**config.mk**
```make
export PLATFORM = sky130hd
export DESIGN_NAME = bram_activity_sched_flat
export DESIGN_NICKNAME = d
export VERILOG_FILES = /design/src/rtl/sched_pkg.sv /design/src/rtl/bram_activity_sched_if.sv /design/src/rtl/sched_lfsr.sv /design/src/rtl/bram_activity_sched.sv /design/src/flat_wrapper.sv
export SDC_FILE = /design/constraint.sdc
export NUM_CORES = 1
export LEC_CHECK = 0
export CAP_MARGIN = 5
export CORE_UTILIZATION = 31
export DETAILED_ROUTE_END_ITERATION = 8
export PLACE_DENSITY = 0.53
export SLEW_MARGIN = 15
export SYNTH_ARGS = -nofsm -noshare
export SYNTH_HDL_FRONTEND = slang
export SYNTH_SLANG_ARGS = --single-unit
```
**constraint.sdc**
```tcl
create_clock -name clk100m -period 2.8 [get_ports clk100m]
set_input_delay 0.42 -clock clk100m [delete_from_list [all_inputs] [get_ports clk100m]]
set_output_delay 0.42 -clock clk100m [all_outputs]
set_load 0.03 [all_outputs]
```
**src/rtl/sched_pkg.sv**
```systemverilog
// Shared types and constants for the BRAM activity scheduler: FSM states,
// write-mix encodings, drain length and the 32-bit Galois LFSR taps.
package sched_pkg;

  typedef enum logic [2:0] {
    ST_IDLE   = 3'd0,
    ST_SETTLE = 3'd1,
    ST_ACTIVE = 3'd2,
    ST_DRAIN  = 3'd3,
    ST_GATED  = 3'd4,
    ST_FIN    = 3'd5
  } state_e;

  typedef enum logic [1:0] {
    WR_NONE    = 2'd0,
    WR_QUARTER = 2'd1,
    WR_HALF    = 2'd2,
    WR_ALL     = 2'd3
  } wr_ratio_e;

  localparam int DRAIN_CYC = 2;

  // x^32 + x^22 + x^2 + x + 1, right-shifting Galois form
  localparam logic [31:0] LFSR_TAPS_32 = 32'h8020_0003;
  localparam logic [31:0] LFSR_SEED    = 32'h0000_0001;

  // Decide whether the ACTIVE cycle with the given counter LSBs is a write.
  function automatic logic write_slot(input wr_ratio_e ratio, input logic [1:0] slot);
    logic wr;
    case (ratio)
      WR_QUARTER: wr = (slot == 2'd3);
      WR_HALF:    wr = slot[0];
      WR_ALL:     wr = 1'b1;
      default:    wr = 1'b0;
    endcase
    return wr;
  endfunction

endpackage

```
**src/rtl/bram_activity_sched_if.sv**
```systemverilog
// BRAM stimulus bus broadcast from the scheduler (master) to every BRAM
// under test (slave).
interface bram_activity_sched_if #(
  parameter int ADDR_W = 10,
  parameter int DATA_W = 32
);
  logic              bram_en;
  logic              bram_we;
  logic [ADDR_W-1:0] bram_addr;
  logic [DATA_W-1:0] bram_wdata;

  modport master (output bram_en, output bram_we, output bram_addr, output bram_wdata);
  modport slave  (input  bram_en, input  bram_we, input  bram_addr, input  bram_wdata);
endinterface

```
**src/rtl/sched_lfsr.sv**
```systemverilog
// Galois LFSR write-data generator; advances one step per asserted adv and
// never reaches all-zero from a nonzero seed.
module sched_lfsr
  import sched_pkg::*;
#(
  parameter int                 DATA_W = 32,
  parameter logic [DATA_W-1:0]  SEED   = DATA_W'(LFSR_SEED),
  parameter logic [DATA_W-1:0]  TAPS   = DATA_W'(LFSR_TAPS_32)
) (
  input  logic              clk,
  input  logic              rst,
  input  logic              adv,
  output logic [DATA_W-1:0] q
);

  always_ff @(posedge clk) begin
    if (rst)      q <= SEED;
    else if (adv) q <= (q >> 1) ^ (q[0] ? TAPS : '0);
  end

endmodule

```
**src/rtl/bram_activity_sched.sv**
```systemverilog
// Burst scheduler for BRAM power tests: SETTLE/ACTIVE/DRAIN/GATED per burst,
// gating the user clock via clk_en. Define SCHED_LFSR_DATA_EN for LFSR write data.
//
// state  | meaning
// IDLE   | waiting for start, clk_en=1, bus quiet
// SETTLE | clock running, no BRAM traffic for SETTLE_CYC clocks
// ACTIVE | run_cycles clocks of BRAM traffic, address ramps from 0
// DRAIN  | DRAIN_CYC quiet clocks so in-flight reads retire
// GATED  | clk_en=0 for gate_cycles clocks (skipped when zero)
// FIN    | one-clock done pulse, then back to IDLE
module bram_activity_sched
  import sched_pkg::*;
#(
  parameter int ADDR_W     = 10,
  parameter int DATA_W     = 32,
  parameter int SETTLE_CYC = 16
) (
  input  logic        clk100m,
  input  logic        rst,
  input  logic        start,
  input  logic [31:0] run_cycles,
  input  logic [15:0] gate_cycles,
  input  logic [7:0]  bursts,
  input  logic [1:0]  wr_ratio,
  bram_activity_sched_if.master bram,
  output logic        clk_en,
  output logic        busy,
  output logic        done,
  output logic [7:0]  burst_idx
);

  localparam logic [31:0] SETTLE_LOAD = 32'(SETTLE_CYC - 1);
  localparam logic [31:0] DRAIN_LOAD  = 32'(DRAIN_CYC - 1);

  state_e            state;
  logic [31:0]       cnt;
  logic [31:0]       run_q;
  logic [15:0]       gate_q;
  logic [7:0]        bursts_q;
  wr_ratio_e         ratio_q;
  logic [1:0]        cyc;
  logic              en_r;
  logic              we_r;
  logic [ADDR_W-1:0] addr_r;
  logic [DATA_W-1:0] wdata_r;
  logic              wr_adv;
  logic              last_burst;

  // wr_adv is high exactly when the next ACTIVE cycle carries a write
  always_comb begin
    wr_adv = 1'b0;
    if (state == ST_SETTLE && cnt == '0)
      wr_adv = write_slot(ratio_q, 2'd0);
    else if (state == ST_ACTIVE && cnt != '0)
      wr_adv = write_slot(ratio_q, cyc);
    last_burst = ({1'b0, burst_idx} + 9'd1) >= {1'b0, bursts_q};
  end

`ifdef SCHED_LFSR_DATA_EN
  sched_lfsr #(
    .DATA_W (DATA_W),
    .SEED   (DATA_W'(LFSR_SEED)),
    .TAPS   (DATA_W'(LFSR_TAPS_32))
  ) u_lfsr (
    .clk (clk100m),
    .rst (rst),
    .adv (wr_adv),
    .q   (wdata_r)
  );
`else
  always_ff @(posedge clk100m) begin
    if (rst)         wdata_r <= '0;
    else if (wr_adv) wdata_r <= ~wdata_r;
  end
`endif

  always_ff @(posedge clk100m) begin
    if (rst) begin
      state     <= ST_IDLE;
      cnt       <= '0;
      run_q     <= '0;
      gate_q    <= '0;
      bursts_q  <= '0;
      ratio_q   <= WR_NONE;
      cyc       <= '0;
      clk_en    <= 1'b1;
      en_r      <= 1'b0;
      we_r      <= 1'b0;
      addr_r    <= '0;
      burst_idx <= '0;
      busy      <= 1'b0;
      done      <= 1'b0;
    end else begin
      case (state)
        ST_IDLE: if (start) begin
          busy      <= 1'b1;
          run_q     <= run_cycles;
          gate_q    <= gate_cycles;
          bursts_q  <= bursts;
          ratio_q   <= wr_ratio_e'(wr_ratio);
          burst_idx <= '0;
          if (bursts != '0 && run_cycles != '0) begin
            state <= ST_SETTLE;
            cnt   <= SETTLE_LOAD;
          end else begin
            state <= ST_FIN;
            done  <= 1'b1;
          end
        end
        ST_SETTLE: if (cnt == '0) begin
          state  <= ST_ACTIVE;
          cnt    <= run_q - 32'd1;
          en_r   <= 1'b1;
          we_r   <= wr_adv;
          addr_r <= '0;
          cyc    <= 2'd1;
        end else cnt <= cnt - 32'd1;
        ST_ACTIVE: if (cnt == '0) begin
          state  <= ST_DRAIN;
          cnt    <= DRAIN_LOAD;
          en_r   <= 1'b0;
          we_r   <= 1'b0;
          addr_r <= '0;
        end else begin
          cnt    <= cnt - 32'd1;
          addr_r <= addr_r + 1'b1;
          we_r   <= wr_adv;
          cyc    <= cyc + 2'd1;
        end
        ST_DRAIN: if (cnt == '0) begin
          if (gate_q != '0) begin
            state  <= ST_GATED;
            cnt    <= {16'd0, gate_q - 16'd1};
            clk_en <= 1'b0;
          end else if (last_burst) begin
            state <= ST_FIN;
            done  <= 1'b1;
          end else begin
            state     <= ST_SETTLE;
            cnt       <= SETTLE_LOAD;
            burst_idx <= burst_idx + 8'd1;
          end
        end else cnt <= cnt - 32'd1;
        ST_GATED: if (cnt == '0) begin
          clk_en <= 1'b1;
          if (last_burst) begin
            state <= ST_FIN;
            done  <= 1'b1;
          end else begin
            state     <= ST_SETTLE;
            cnt       <= SETTLE_LOAD;
            burst_idx <= burst_idx + 8'd1;
          end
        end else cnt <= cnt - 32'd1;
        ST_FIN: begin
          state <= ST_IDLE;
          done  <= 1'b0;
          busy  <= 1'b0;
        end
        default: state <= ST_IDLE;
      endcase
    end
  end

  assign bram.bram_en    = en_r;
  assign bram.bram_we    = we_r;
  assign bram.bram_addr  = addr_r;
  assign bram.bram_wdata = wdata_r;

endmodule

```
**src/flat_wrapper.sv**
```systemverilog
// flat-port wrapper written by rule: the top's interface ports become plain ports
module bram_activity_sched_flat import sched_pkg::*;
#(
  parameter int ADDR_W     = 10,
  parameter int DATA_W     = 32,
  parameter int SETTLE_CYC = 16
)
  (clk100m, rst, start, run_cycles, gate_cycles, bursts, wr_ratio, clk_en, busy, done, burst_idx, bram_bram_en, bram_bram_we, bram_bram_addr, bram_bram_wdata);
  bram_activity_sched_if #(.ADDR_W(ADDR_W), .DATA_W(DATA_W)) bram_i ();
  input  logic clk100m;
  input  logic rst;
  input  logic start;
  input  logic [31:0] run_cycles;
  input  logic [15:0] gate_cycles;
  input  logic [7:0] bursts;
  input  logic [1:0] wr_ratio;
  output logic clk_en;
  output logic busy;
  output logic done;
  output logic [7:0] burst_idx;
  output wire logic [$bits(bram_i.bram_en)-1:0] bram_bram_en;
  output wire logic [$bits(bram_i.bram_we)-1:0] bram_bram_we;
  output wire logic [$bits(bram_i.bram_addr)-1:0] bram_bram_addr;
  output wire logic [$bits(bram_i.bram_wdata)-1:0] bram_bram_wdata;
  assign bram_bram_en = bram_i.bram_en;
  assign bram_bram_we = bram_i.bram_we;
  assign bram_bram_addr = bram_i.bram_addr;
  assign bram_bram_wdata = bram_i.bram_wdata;
  bram_activity_sched #(.ADDR_W(ADDR_W), .DATA_W(DATA_W), .SETTLE_CYC(SETTLE_CYC)) u_core (.clk100m(clk100m), .rst(rst), .start(start), .run_cycles(run_cycles), .gate_cycles(gate_cycles), .bursts(bursts), .wr_ratio(wr_ratio), .bram(bram_i), .clk_en(clk_en), .busy(busy), .done(done), .burst_idx(burst_idx));
endmodule
```
; ---- Word level (Yosys, flattened, before mapping)
; Cells that the tools add are included.
; Widths: inputs -> output; s select.
[word_totals]
regBits = 150
out_inout_bits = 55
input_bits = 61
[classes]
reduce_logical = 25
magnitude_cmp = 1
eq_ne = 19
addsub = 7
bitwise_logic = 1
mux = 52
[op_table]
columns = cell, count
row1 = $mux 32, 8
row2 = $pmux 32 s5, 1
row3 = $reduce_bool 32->1, 2
row4 = $sub 32x1->32 const B, 2
row5 = $mux 8, 5
row6 = $logic_not 32->1, 1
row7 = $not 32->32, 1
row8 = $mux 3, 8
row9 = $pmux 8 s3, 1
row10 = $mux 10, 2
row11 = $pmux 10 s2, 1
row12 = $mux 1, 16
row13 = $reduce_bool 16->1, 1
row14 = $sub 16x1->16 const B, 1
row15 = $pmux 3 s5, 1
row16 = $add 10x1->10 const B, 1
row17 = $ne 2x1->1 const B, 5
row18 = $ne 2x2->1 const B, 5
row19 = $reduce_and 5->1, 2
row20 = $add 8x1->9 const B, 1
row21 = $ge 9x8->1, 1
row22 = $reduce_and 3->1, 3
row23 = $add 8x1->8 const B, 1
row24 = $pmux 1 s2, 4
row25 = other kinds (20), 31

; ---- Longest topological paths before layout
[depth]
ltp_word = 6
depth_mapped = 12
mapped_depth_nobuf = 12

; ---- Worst setup path before layout
; Ideal clock, no wire load.
[synth_path]
kind = register to register
start = register u_core.burst_idx[0]
end = register u_core.burst_idx[4]
t_arrival_ns = 3.274
slack_ns = -0.544
setup_time_ns = 0.070
t_required_ns = 2.730
path_buffers = 0
stages_incl_launch_ff = 13
path_cell_list = dfxtp_1 -> ha_1 -> and3_1 -> and3_1 -> xor2_1 -> ha_1 -> a21oi_1 -> a21boi_0 -> a311oi_1 -> nand2_1 -> or3_4 -> or4b_1 -> a21oi_1
[synth_via]
elab_chain_len = 6
word_cells_on_any_way = 8
cone_classes = 2 x add/sub / 1 x order compare / 5 x mux
[synth_lines]
columns = item, line
row1 = "start, declared", bram_activity_sched.sv:29  ; output logic [7:0] burst_idx
row2 = "start signal, assigned", bram_activity_sched.sv:141  ; burst_idx <= burst_idx + 8'd1;
row3 = "start signal, assigned", bram_activity_sched.sv:152  ; burst_idx <= burst_idx + 8'd1;
row4 = $add 8x1->9, bram_activity_sched.sv:56  ; last_burst = ({1'b0, burst_idx} + 9'd1) >= {1'b0, bursts_q};
row5 = $ge 9x8->1, bram_activity_sched.sv:56
row6 = $mux 8 (*), "bram_activity_sched.sv:135, bram_activity_sched.sv:146"
row7 = $mux 8, bram_activity_sched.sv:131  ; if (gate_q != '0) begin
row8 = $mux 8, bram_activity_sched.sv:130  ; ST_DRAIN: if (cnt == '0) begin
row9 = $pmux 8 s3 (*), bram_activity_sched.sv:94  ; case (state)
; Mark *: on every way between the ends. The rest lies on a longest branch, timed or not. The select of a mux whose other input is x is not followed.
; A chain may end at the register's enable or synchronous reset.

; ---- Worst setup path after layout
; Ends and elaborated chain as after synthesis.

==> flow_metrics.env <==
export IMPL_tightest_slew_ns=0.9618
export IMPL_cp_depth=12
export IMPL_cellLeakagePower_nw=4.177
export IMPL_worstSetupStartpointType="flip-flop"
export IMPL_crit_top_cell="and3_4"
export IMPL_synthTopCellsByArea="dfxtp_1 (37%), nand2_1 (8.1%), a21oi_1 (7.6%)"
export IMPL_p_comb_share_pct=51.4
export IMPL_die_w_um=162.8
export IMPL_pin_count=116
export IMPL_wl_um=25500
export IMPL_numCtsBuffers=17
export IMPL_clk_latency_ns=0.44
export IMPL_grt_max_degree=60
export IMPL_cts_hold_fix_buffers=0
export IMPL_final_cell_mix="nand2_1 (172), dfxtp_1 (146), a21oi_1 (120), nor2_1 (116), clkdlybuf4s50_1 (114)"
export IMPL_r2r_start="u_core.burst_idx[0]"
export IMPL_fin_crit_ns=2.976
export IMPL_status="finished with violations"
export IMPL_firstDrtPassIters=4
export IMPL_ys_warn_count=0
export IMPL_violations="negative setup slack"
export IMPL_via_per_inst=5.138
export IMPL_final_layout_size_suffix_gt1_share_pct=13.40
export IMPL_finalSetupViolations=6
export IMPL_layout_nets=1294
export IMPL_gp_congestion=0.8718
export IMPL_route_vias_total=8021
export IMPL_grt_pass1_vias=7614
export IMPL_port_buffers=115
export IMPL_synth_nets=1131
export IMPL_antenna_found_initial=0
export IMPL_async_flop_share_pct=0
export IMPL_synth_cells=1055
export IMPL_synth_top_area_cell="dfxtp_1"
export IMPL_avgSynthCellArea_um2=7.600
export IMPL_drv_slew=0
export IMPL_cp_slowest_cell="or4b_4"
export IMPL_drtAntennaViolNets=0
export IMPL_synth_top_cell_area_share_pct=37.45
export IMPL_peakVddDrop_mv=0.4781
export IMPL_cts_path_max_buffers=2
export IMPL_fin_ws_ns=-0.1758
export IMPL_cp_max_fo=5
export IMPL_worstHoldEndpoint="u_core.cnt[26]"
export IMPL_grt_overflow=0
export IMPL_htreeDepth=4
export IMPL_worst_endpoint_arrival_ns=3.35
export IMPL_drv_cap=0
export IMPL_slowest_delay_ns=0.49
export IMPL_synth_area_um2=8018
export IMPL_wl_per_cell_um=16.33
export IMPL_synth_distinct_cells=58
export IMPL_crit_family="simple AND/OR/NAND/NOR gates"
export IMPL_die_y_um=162.8
export IMPL_p_int_mw=5.807
export IMPL_power_mw=10.57
export IMPL_hold_depth=2
export IMPL_grt_pass1_wl_um=40520
export IMPL_criticalPathCategory="flip-flop to flip-flop"
export IMPL_cellPowerDensity_nw_per_um2=978.1
export IMPL_hold_viol=0
export IMPL_clock_sinks=150
export IMPL_power_frac_clock_pct=22.1
export IMPL_ff2ff_setup_slack_ns=-0.18
export IMPL_coreArea_um2=25250
export IMPL_cts_tree="built"
export IMPL_synthFlopType="dfxtp_1"
export IMPL_synthToLayoutAreaGrowth_pct=34.78
export IMPL_synth_edf_count=0
export IMPL_max_freq_ghz=0.3360
export IMPL_hold_slack_ns=0.2953
export IMPL_ys_ff_latch=150
export IMPL_hpwl_um=18630
export IMPL_r2r_end="u_core.burst_idx[4]"
export IMPL_diodes=0
export IMPL_ys_seq_area_share_pct=37.45
export IMPL_p_seq_share_pct=26.5
export IMPL_start_util_pct=31.75
export IMPL_hold_class="primary input to flip-flop"
export IMPL_p_sw_mw=4.763
export IMPL_first_iter_violations=434
export IMPL_crit_path_end_kind="flip-flop"
export IMPL_grt_use_total_pct=19.32
export IMPL_path_cells="ha_4 > and3_4 > and3_4 > xor2_1 > ha_1 > a21oi_1 > a21boi_1 > a311oi_2 > nand2_1 > or3_4 > or4b_4 > a21oi_2"
export IMPL_rsz0062_at_grt="yes"
export IMPL_post_place_ws_ns=-0.1438
export IMPL_drc=0
export IMPL_cp_required_ns=3.18
export IMPL_nFillCells=2635
export IMPL_clk_pin_slew_worst_paths_ns=0.08
export IMPL_rows=58
export IMPL_r2r_cells=12
export IMPL_root_buffer="clkbuf_16"
export IMPL_relSlewSlack_pct=35.65
export IMPL_die_area_um2=26510
export IMPL_cp_num_buf_inv=0
export IMPL_switching_share_pct=45.06
export IMPL_hold_start="rst"
export IMPL_layout_commonest_cell="nand2_1"
export IMPL_finClkSkew_ns=0.01201
export IMPL_fin_crit_sh_pct=106.3
## worst max path at each step
stage | startpoint | to | slack [ns]
finish | u_core.burst_idx[0] | u_core.burst_idx[4] | -0.18
global route | u_core.burst_idx[1] | u_core.burst_idx[4] | -0.31
CTS | u_core.burst_idx[1] | u_core.burst_idx[4] | -0.15
detailed placement | u_core.burst_idx[1] | u_core.burst_idx[4] | -0.14
global placement | u_core.burst_idx[0] | u_core.burst_idx[4] | -0.11
floorplan | u_core.burst_idx[0] | u_core.burst_idx[4] | -0.20
## kinds of logic (layout without fill, tap and decap cells)
kind of cell / after synthesis / in the layout / synth area share [%]
xor+xnor: 86 / 86 / 9.395
fa+ha+maj: 15 / 15 / 2.341
buf+inv: 81 / 256 / 4.057
flops: 150 / 150 / 37.45
simple gates: 463 / 463 / 27.34
compound gates: 258 / 259 / 19.16
mux: 2 / 2 / 0.2497
## registers in the layout, indices dropped and copies added (netlist names)
signal	cells
u_core.bursts_q	8
u_core.bram.bram_wdata	32
u_core.run_q	32
u_core.gate_q	16
u_core.ratio_q	2
u_core.bram.bram_we	1
u_core.bram.bram_en	1
u_core.cyc	2
u_core.burst_idx	8
u_core.busy	1
u_core.bram.bram_addr	10
u_core.clk_en	1
u_core.state	3
u_core.done	1
u_core.cnt	32
## stage by stage
step,util (%),TNS (ns),area [µm²],std cells
2_1_floorplan,-,-0.4900,8050,1055
3_3_place_gp,39.75,-0.1694,10040,1523
3_5_place_dp,39.75,-0.4344,10040,1523
4_1_cts,42.32,-0.6613,10690,1560
5_1_grt,42.79,-1.891,10810,1561
6_report,42.79,-0.5280,10810,1561
## final cells by class
class                   instances  area (µm²)  share of cell area (%)
repair buffers                206        1874                   17.34
well taps                     330       412.9                   3.821
multi-input cells             825        4840                   44.78
flip-flops and latches        150        3013                   27.88
clock buffers                  17       425.4                   3.937
clock inverters                15       173.9                   1.609
inverters                      18       67.56                  0.6252
## power by group through the flow
stage | clock, mW | combinational [mW] | sequential, mW
5_1_grt | 2.48 | 5.91 | 2.85
3_5_place_dp | 0 | 5.19 | 2.83
2_1_floorplan | 0 | 3.25 | 2.80
6_report | 2.34 | 5.43 | 2.80
4_1_cts | 2.38 | 5.27 | 2.79
3_3_place_gp | 0 | 5.18 | 2.83
## routing by layer
layer  vias up  routed length (µm)  track usage, %
li1       4044                   -               -
met1      3780               12130           25.72
met2       170               12080           31.84
met3        27                 805           3.056
met4         0                 478           5.990
met5         -                   0               0
## synth_stat cells (7+ instances only)
| library cell | instances |
|---|---|
| a21oi_1 | 122 |
| a211oi_1 | 10 |
| nor4_1 | 27 |
| or3_1 | 14 |
| or4_1 | 16 |
| o221ai_1 | 7 |
| xor2_1 | 65 |
| nand4_1 | 7 |
| o31ai_1 | 10 |
| nor3_1 | 30 |
| nor2_1 | 118 |
| xnor2_1 | 21 |
| nand2b_1 | 8 |
| nand3_1 | 23 |
| ha_1 | 15 |
| nand3b_1 | 9 |
| a31oi_1 | 7 |
| o211ai_1 | 9 |
| dfxtp_1 | 150 |
| nand2_1 | 172 |
| o21ai_0 | 53 |
| and3_1 | 10 |
| clkbuf_1 | 52 |
| inv_1 | 18 |
## timing repair
action / in CTS / in global routing
pin swaps: 8 / 13
endpoints found under the hold margin: 0 / 0
resized for setup: 5 / 24
gates cloned: 1 / 1
buffers inserted: 4 / 2
endpoints found under the setup margin: 7 / 22
No activity file was read; power rests on OpenSTA's default activity.
